## src/rtl/norm_ctrl_if.sv

```systemverilog
`default_nettype none
// ============================================================================
// Module      : norm_ctrl_if
// Description : Column stream from the systolic matmul array into the
//               normalization sequencer (valid/data forward, ready back).
// Revision    : 1.0 - initial release
// ============================================================================
interface norm_ctrl_if #(
    parameter int DWIDTH      = 8,
    parameter int DESIGN_SIZE = 32
);
    logic                            valid;
    logic [DESIGN_SIZE*DWIDTH-1:0]   data;
    logic                            ready;

    // Producer side: the matmul output stage
    modport master (
        output valid,
        output data,
        input  ready
    );

    // Consumer side: the normalization sequencer
    modport slave (
        input  valid,
        input  data,
        output ready
    );
endinterface
`default_nettype wire

```

## src/rtl/norm_ctrl.sv

```systemverilog
`default_nettype none
// ============================================================================
// Module      : norm_ctrl
// Description : Normalization-stage sequencer. Holds a per-channel
//               mean / inverse-variance table, latches one pair plus the
//               validity mask per tile, streams DESIGN_SIZE columns into
//               norm without gaps, waits for done_norm (with watchdog) and
//               reports completion.
// Revision    : 1.0 - initial release
// ============================================================================
module norm_ctrl #(
    parameter int DWIDTH      = 8,
    parameter int DESIGN_SIZE = 32,
    parameter int MASK_WIDTH  = 32,
    parameter int NUM_CH      = 4,
    parameter int LOG2_NUM_CH = 2,
    parameter int WDOG_CYCLES = 16
) (
    input  logic                           clk,
    input  logic                           reset,
    // parameter-table write port
    input  logic                           cfg_wr_en,
    input  logic [LOG2_NUM_CH-1:0]         cfg_wr_addr,
    input  logic [DWIDTH-1:0]              cfg_wr_mean,
    input  logic [DWIDTH-1:0]              cfg_wr_inv_var,
    // tile command
    input  logic                           start,
    input  logic [LOG2_NUM_CH-1:0]         ch_sel,
    input  logic [MASK_WIDTH-1:0]          mask_in,
    input  logic                           enable_in,
    // matmul column stream
    norm_ctrl_if.slave                     src,
    // to / from norm
    output logic                           norm_enable,
    output logic [DWIDTH-1:0]              norm_mean,
    output logic [DWIDTH-1:0]              norm_inv_var,
    output logic [MASK_WIDTH-1:0]          norm_validity_mask,
    output logic                           norm_in_data_available,
    output logic [DESIGN_SIZE*DWIDTH-1:0]  norm_inp_data,
    input  logic                           norm_done,
    // status
    input  logic                           err_clr,
    output logic                           busy,
    output logic                           done,
    output logic                           err_underrun,
    output logic                           err_timeout
);

    localparam int c_BEAT_W = (DESIGN_SIZE > 1) ? $clog2(DESIGN_SIZE) : 1;
    localparam int c_WDOG_W = (WDOG_CYCLES > 1) ? $clog2(WDOG_CYCLES) : 1;
    localparam logic [c_BEAT_W-1:0] c_LAST_BEAT = c_BEAT_W'(DESIGN_SIZE - 1);
    localparam logic [c_WDOG_W-1:0] c_WDOG_LAST = c_WDOG_W'(WDOG_CYCLES - 1);

    typedef enum logic [2:0] {
        S_IDLE   = 3'd0,
        S_LOAD   = 3'd1,
        S_ARM    = 3'd2,
        S_STREAM = 3'd3,
        S_DRAIN  = 3'd4,
        S_DONE   = 3'd5
    } state_t;

    state_t                          r_state;
    logic [c_BEAT_W-1:0]             r_beat;
    logic [c_WDOG_W-1:0]             r_wdog;

    // tile command captured in IDLE, consumed by LOAD
    logic [LOG2_NUM_CH-1:0]          r_ch;
    logic [MASK_WIDTH-1:0]           r_mask_cap;
    logic                            r_en_cap;

    logic [DWIDTH-1:0]               r_tbl_mean    [NUM_CH];
    logic [DWIDTH-1:0]               r_tbl_inv_var [NUM_CH];

    logic                            r_norm_enable;
    logic [DWIDTH-1:0]               r_norm_mean;
    logic [DWIDTH-1:0]               r_norm_inv_var;
    logic [MASK_WIDTH-1:0]           r_norm_mask;
    logic                            r_avail;
    logic [DESIGN_SIZE*DWIDTH-1:0]   r_inp_data;
    logic                            r_src_ready;
    logic                            r_busy;
    logic                            r_done;
    logic                            r_err_underrun;
    logic                            r_err_timeout;

    // Parameter table: writable in every state; the active tile is isolated
    // because LOAD copies the entry into the norm_* output registers.
    always_ff @(posedge clk or posedge reset) begin
        if (reset) begin
            for (int i = 0; i < NUM_CH; i++) begin
                r_tbl_mean[i]    <= '0;
                r_tbl_inv_var[i] <= '0;
            end
        end else if (cfg_wr_en) begin
            r_tbl_mean[cfg_wr_addr]    <= cfg_wr_mean;
            r_tbl_inv_var[cfg_wr_addr] <= cfg_wr_inv_var;
        end
    end

    // Tile sequencer with all outputs registered; error sets are written
    // after the clear so that a set wins in the same cycle.
    always_ff @(posedge clk or posedge reset) begin
        if (reset) begin
            r_state        <= S_IDLE;
            r_beat         <= '0;
            r_wdog         <= '0;
            r_ch           <= '0;
            r_mask_cap     <= '0;
            r_en_cap       <= 1'b0;
            r_norm_enable  <= 1'b0;
            r_norm_mean    <= '0;
            r_norm_inv_var <= '0;
            r_norm_mask    <= '0;
            r_avail        <= 1'b0;
            r_inp_data     <= '0;
            r_src_ready    <= 1'b0;
            r_busy         <= 1'b0;
            r_done         <= 1'b0;
            r_err_underrun <= 1'b0;
            r_err_timeout  <= 1'b0;
        end else begin
            if (err_clr) begin
                r_err_underrun <= 1'b0;
                r_err_timeout  <= 1'b0;
            end
            r_done  <= 1'b0;
            r_avail <= 1'b0;

            case (r_state)
                S_IDLE: begin
                    if (start) begin
                        r_ch       <= ch_sel;
                        r_mask_cap <= mask_in;
                        r_en_cap   <= enable_in;
                        r_busy     <= 1'b1;
                        r_state    <= S_LOAD;
                    end
                end

                S_LOAD: begin
                    // Table read here sees a write made in the start cycle
                    r_norm_mean    <= r_tbl_mean[r_ch];
                    r_norm_inv_var <= r_tbl_inv_var[r_ch];
                    r_norm_mask    <= r_mask_cap;
                    r_norm_enable  <= r_en_cap;
                    r_state        <= S_ARM;
                end

                S_ARM: begin
                    if (src.valid) begin
                        r_beat      <= '0;
                        r_src_ready <= 1'b1;
                        r_state     <= S_STREAM;
                    end
                end

                S_STREAM: begin
                    // Burst never stalls: a missing column becomes zeros
                    r_avail    <= 1'b1;
                    r_inp_data <= src.valid ? src.data : '0;
                    if (!src.valid) begin
                        r_err_underrun <= 1'b1;
                    end
                    if (r_beat == c_LAST_BEAT) begin
                        r_src_ready <= 1'b0;
                        r_wdog      <= '0;
                        r_state     <= S_DRAIN;
                    end else begin
                        r_beat <= r_beat + 1'b1;
                    end
                end

                S_DRAIN: begin
                    if (norm_done) begin
                        r_done  <= 1'b1;
                        r_state <= S_DONE;
                    end else if (r_wdog == c_WDOG_LAST) begin
                        r_err_timeout <= 1'b1;
                        r_done        <= 1'b1;
                        r_state       <= S_DONE;
                    end else begin
                        r_wdog <= r_wdog + 1'b1;
                    end
                end

                S_DONE: begin
                    r_busy  <= 1'b0;
                    r_state <= S_IDLE;
                end

                default: begin
                    r_state <= S_IDLE;
                end
            endcase
        end
    end

    assign src.ready              = r_src_ready;
    assign norm_enable            = r_norm_enable;
    assign norm_mean              = r_norm_mean;
    assign norm_inv_var           = r_norm_inv_var;
    assign norm_validity_mask     = r_norm_mask;
    assign norm_in_data_available = r_avail;
    assign norm_inp_data          = r_inp_data;
    assign busy                   = r_busy;
    assign done                   = r_done;
    assign err_underrun           = r_err_underrun;
    assign err_timeout            = r_err_timeout;

endmodule
`default_nettype wire

```

## src/flat_wrapper.sv

```systemverilog
// flat-port wrapper written by rule: the top's interface ports become plain ports
module norm_ctrl_flat 
#(
    parameter int DWIDTH      = 8,
    parameter int DESIGN_SIZE = 32,
    parameter int MASK_WIDTH  = 32,
    parameter int NUM_CH      = 4,
    parameter int LOG2_NUM_CH = 2,
    parameter int WDOG_CYCLES = 16
)
  (clk, reset, cfg_wr_en, cfg_wr_addr, cfg_wr_mean, cfg_wr_inv_var, start, ch_sel, mask_in, enable_in, norm_enable, norm_mean, norm_inv_var, norm_validity_mask, norm_in_data_available, norm_inp_data, norm_done, err_clr, busy, done, err_underrun, err_timeout, src_valid, src_data, src_ready);
  norm_ctrl_if #(.DWIDTH(DWIDTH), .DESIGN_SIZE(DESIGN_SIZE)) src_i ();
  input  logic clk;
  input  logic reset;
  input  logic cfg_wr_en;
  input  logic [LOG2_NUM_CH-1:0] cfg_wr_addr;
  input  logic [DWIDTH-1:0] cfg_wr_mean;
  input  logic [DWIDTH-1:0] cfg_wr_inv_var;
  input  logic start;
  input  logic [LOG2_NUM_CH-1:0] ch_sel;
  input  logic [MASK_WIDTH-1:0] mask_in;
  input  logic enable_in;
  output logic norm_enable;
  output logic [DWIDTH-1:0] norm_mean;
  output logic [DWIDTH-1:0] norm_inv_var;
  output logic [MASK_WIDTH-1:0] norm_validity_mask;
  output logic norm_in_data_available;
  output logic [DESIGN_SIZE*DWIDTH-1:0] norm_inp_data;
  input  logic norm_done;
  input  logic err_clr;
  output logic busy;
  output logic done;
  output logic err_underrun;
  output logic err_timeout;
  input wire logic [$bits(src_i.valid)-1:0] src_valid;
  input wire logic [$bits(src_i.data)-1:0] src_data;
  output wire logic [$bits(src_i.ready)-1:0] src_ready;
  assign src_i.valid = src_valid;
  assign src_i.data = src_data;
  assign src_ready = src_i.ready;
  norm_ctrl #(.DWIDTH(DWIDTH), .DESIGN_SIZE(DESIGN_SIZE), .MASK_WIDTH(MASK_WIDTH), .NUM_CH(NUM_CH), .LOG2_NUM_CH(LOG2_NUM_CH), .WDOG_CYCLES(WDOG_CYCLES)) u_core (.clk(clk), .reset(reset), .cfg_wr_en(cfg_wr_en), .cfg_wr_addr(cfg_wr_addr), .cfg_wr_mean(cfg_wr_mean), .cfg_wr_inv_var(cfg_wr_inv_var), .start(start), .ch_sel(ch_sel), .mask_in(mask_in), .enable_in(enable_in), .src(src_i), .norm_enable(norm_enable), .norm_mean(norm_mean), .norm_inv_var(norm_inv_var), .norm_validity_mask(norm_validity_mask), .norm_in_data_available(norm_in_data_available), .norm_inp_data(norm_inp_data), .norm_done(norm_done), .err_clr(err_clr), .busy(busy), .done(done), .err_underrun(err_underrun), .err_timeout(err_timeout));
endmodule
```

## config.mk

```make
export PLATFORM = sky130hd
export DESIGN_NAME = norm_ctrl_flat
export DESIGN_NICKNAME = d
export VERILOG_FILES = /design/src/rtl/norm_ctrl_if.sv /design/src/rtl/norm_ctrl.sv /design/src/flat_wrapper.sv
export SDC_FILE = /design/constraint.sdc
export NUM_CORES = 1
export LEC_CHECK = 0
export ABC_AREA = 1
export CAP_MARGIN = 20
export CORE_AREA = 2 2 263 265
export DETAILED_ROUTE_END_ITERATION = 16
export DIE_AREA = 0 0 265 267
export GPL_ROUTABILITY_DRIVEN = 1
export GPL_TIMING_DRIVEN = 1
export PLACE_DENSITY_LB_ADDON = 0.15
export SYNTH_ARGS = -nofsm -noshare
export SYNTH_HDL_FRONTEND = slang
export SYNTH_SLANG_ARGS = --single-unit
```

## constraint.sdc

```tcl
create_clock -name clk -period 16.7 [get_ports clk]
set_clock_uncertainty 0.1 [all_clocks]
set_input_delay 5.01 -clock clk [delete_from_list [all_inputs] [get_ports clk]]
set_output_delay 5.01 -clock clk [all_outputs]
set_load 0.02 [all_outputs]
```

==> summary.txt <==
Critical path
  • Buf/Inv on CP: 4
  • Setup crit start kind: input port
  • Slowest CP cell: buf_4
  • Cells along the critical path: clkdlybuf4s50_1 > clkinvlp_4 > buf_12 > buf_4
  • Family with the most delay on the worst path: buffers and inverters
  • Crit path largest cell delay: 860 ps
  • Critical path type: input port to async pin
  • WP data required: 17170 ps
  • Crit. End Element: async pin
  • Arrival time worst endpoint: 7760 ps
  • Max Fanout on Critical Path: 162
  • Crit path from: reset
  • R2R Path Start: u_core.r_state[0]

Power
  • PwrDens: 177 nW/um^2
  • P_leak: 11.5 nW
  • Total power draw: 4.53 mW
  • Peak VDD IR: approximately 0.000073 V

Route
  • Vias per cell: around 4.3
  • Via count: 14574
  • WL final: a little over 60 mm
  • DR DRC count: 0
  • DRT Pass-1 Iters: 5
  • Antenna Violating Nets Remaining: 0
  • Initial DRC count: 841
  • Wire per inst: 18.5 um

STA
  • Max Freq: 0.137 GHz
  • Setup violators final: 0
  • Final slew viol count: 0
  • Final hold vios: 0
  • Fin Setup TNS: 0 ps
  • Post-route minimum period: ~7300 ps
  • Worst relative slew slack: 32.6%
  • Worst-margin pin slew: a little over 1000 ps
  • RSZ-0062 raised after global routing: false
  • Final Cycle Share: about 44%

Final layout
  • Final Core Density: 37.6%
  • Commonest non-fill, non-tap cell in the layout: nand2_1
  • Commonest non-fill, non-tap cells in the layout: 701 x nand2_1, 625 x clkdlybuf4s50_1, 422 x dfrtp_1
  • Final cell count without fillers: 3378
  • Area grow syn2layout: 51.9%
  • Layout Nets: 2775
  • Share of cells above drive strength 1: 4.21%

Synthesis
  • Mapped cell area: 16900 sq um
  • Mapped Nets: 2204
  • Mapped Cells: around 1900
  • Mean post-synth cell area: 8.95 sq um
  • Register area share after synthesis: 62.7%
  • Synth warn: 0
  • Cell variety after synth: 24
  • Yosys reg bits: 422

Die
  • I/O pins: 627
  • Die height: 267 um
  • Initial core utilization: between 20% and 30%
  • Core area: 68000 sq um
  • Total die area: 70800 sq um
  • Row cnt: 96
  • Chip Width: 265 um

Place
  • Hpwl dp: 43.8 mm
  • IO buf count: between 600 and 700
  • GPL Wtd Cong: about 0.88
  • Dpl cells: 3280

Min path
  • Worst hold start: u_core.src.ready
  • Hold Path Class: flop to flop

GRT
  • First-pass GRT wire length: ~93 mm
  • Tot GR Track Use: 17.1%
  • Vias in the first global route: 14485
  • Remaining global-route overflow: 0
  • Pin count of the biggest net entering global routing: ~230
  • Antenna violations before repair: 10

Clock tree
  • Worst skew pair latency: ~590 ps
  • CTS max path bufs: 3
  • Post-CTS Hold Buffers: 0
  • CTS tree: built
  • H-tree Lvls: 2
  • Clock sinks: approximately 420
  • Setup bufs post-CTS: 0
  • Clock buffer count from CTS: 51
  • CTS root buffer: clkbuf_16
  • Post-CTS Resized: 0
  • Clock transition at path regs: roughly 60 ps

Outcome
  • Run status: complete, no violations

Run
  • Max-cap violation count: 0
[per-stage QoR]
stage	worst slack [ps]	cell area [sq um]	hold WS, ps
final	9410	25600	375
after global routing	9040	25600	402
after CTS	9300	25500	383
after detailed placement	8680	23800	367
after global placement	8670	23800	358
after floorplan	5900	16900	342
[worst paths after layout]
path,endpoint,slack (ps),cells past startpoint
worst max-delay path,u_core.norm_inp_data[161],9410,4
worst min-delay path,u_core.src.ready,370,2
worst max register to register,u_core.norm_inp_data[181],13540,5
worst min register to register,u_core.src.ready,370,2
max in group clk,u_core.norm_inp_data[230],9460,5
min in group asynchronous,u_core.norm_inp_data[14],4820,2
[final cells by class]
type	instances	area (sq um)
multi-input cells	1265	5410
diodes	4	10.0
fillers	6838	42400
clock inverters	12	225
clock buffers	78	1520
flip-flops and latches	422	10600
well taps	882	1100
repair buffers	643	6490
inverters	72	274
[Yosys cell counts, drive strengths merged]
| cell type | count | share of area, % |
|---|---|---|
| xnor2 | 1 | 0.052 |
| dfrtp | 422 | 63 |
| a21oi | 37 | 1.1 |
| o31ai | 1 | 0.045 |
| nand3b | 2 | 0.089 |
| nor2 | 94 | 2.2 |
| o21ai | 406 | 12 |
| nor3 | 2 | 0.059 |
| nand3 | 15 | 0.48 |
| nand4 | 1 | 0.037 |
| clkbuf | 66 | 1.5 |
| inv | 72 | 1.6 |
| ha | 4 | 0.30 |
| nand2 | 702 | 16 |
| buf | 59 | 2.2 |
[cell families (layout without fill, tap and decap cells)]
family	count (synthesis)	after routing	synth area share [%]
buffers and inverters	197	805	5.32
xor gates and xnor gates	1	1	0.0520
AOI/OAI and AO/OA	444	444	13.2
adders and majority gates	4	4	0.297
and+or+nand+nor	816	816	18.5
other	0	4	0
DFF	422	422	62.7
[report_power, final]
group          leakage (nW)  total [mW]  internal (mW)  switching [mW]
Sequential             5.36        1.56           1.37           0.182
Clock                 0.856        1.16          0.715           0.443
Combinational          5.24        1.82          0.748            1.07
[tightest hold or removal path: stages, from the launching register on]
cell and delay [ps]:
dfrtp_1 340, nand2_1 50, nand2_1 50
[routing by layer]
metal	vias up	track usage, %	routed length, um
li1	7152	-	-
met1	6925	20.8	25800
met2	411	29.5	30600
met3	76	5.44	4590
met4	10	4.14	1230
met5	-	0	74
[registers in the layout, indices dropped and copies added, names as in the netlist]
| register | flops |
|---|---|
| u_core.norm_validity_mask | 32 |
| u_core.busy | 1 |
| u_core.err_timeout | 1 |
| u_core.err_underrun | 1 |
| u_core.norm_in_data_available | 1 |
| u_core.src.ready | 1 |
| u_core.done | 1 |
| u_core.r_ch | 2 |
| u_core.r_wdog | 4 |
| u_core.r_state | 3 |
| u_core.r_en_cap | 1 |
| u_core.r_beat | 5 |
| u_core.r_mask_cap | 32 |
| u_core.r_tbl_mean | 32 |
| u_core.norm_inp_data | 256 |
| u_core.norm_enable | 1 |
| u_core.norm_inv_var | 8 |
| u_core.norm_mean | 8 |
| u_core.r_tbl_inv_var | 32 |
Note: power is estimated with default switching activity, not from simulation.
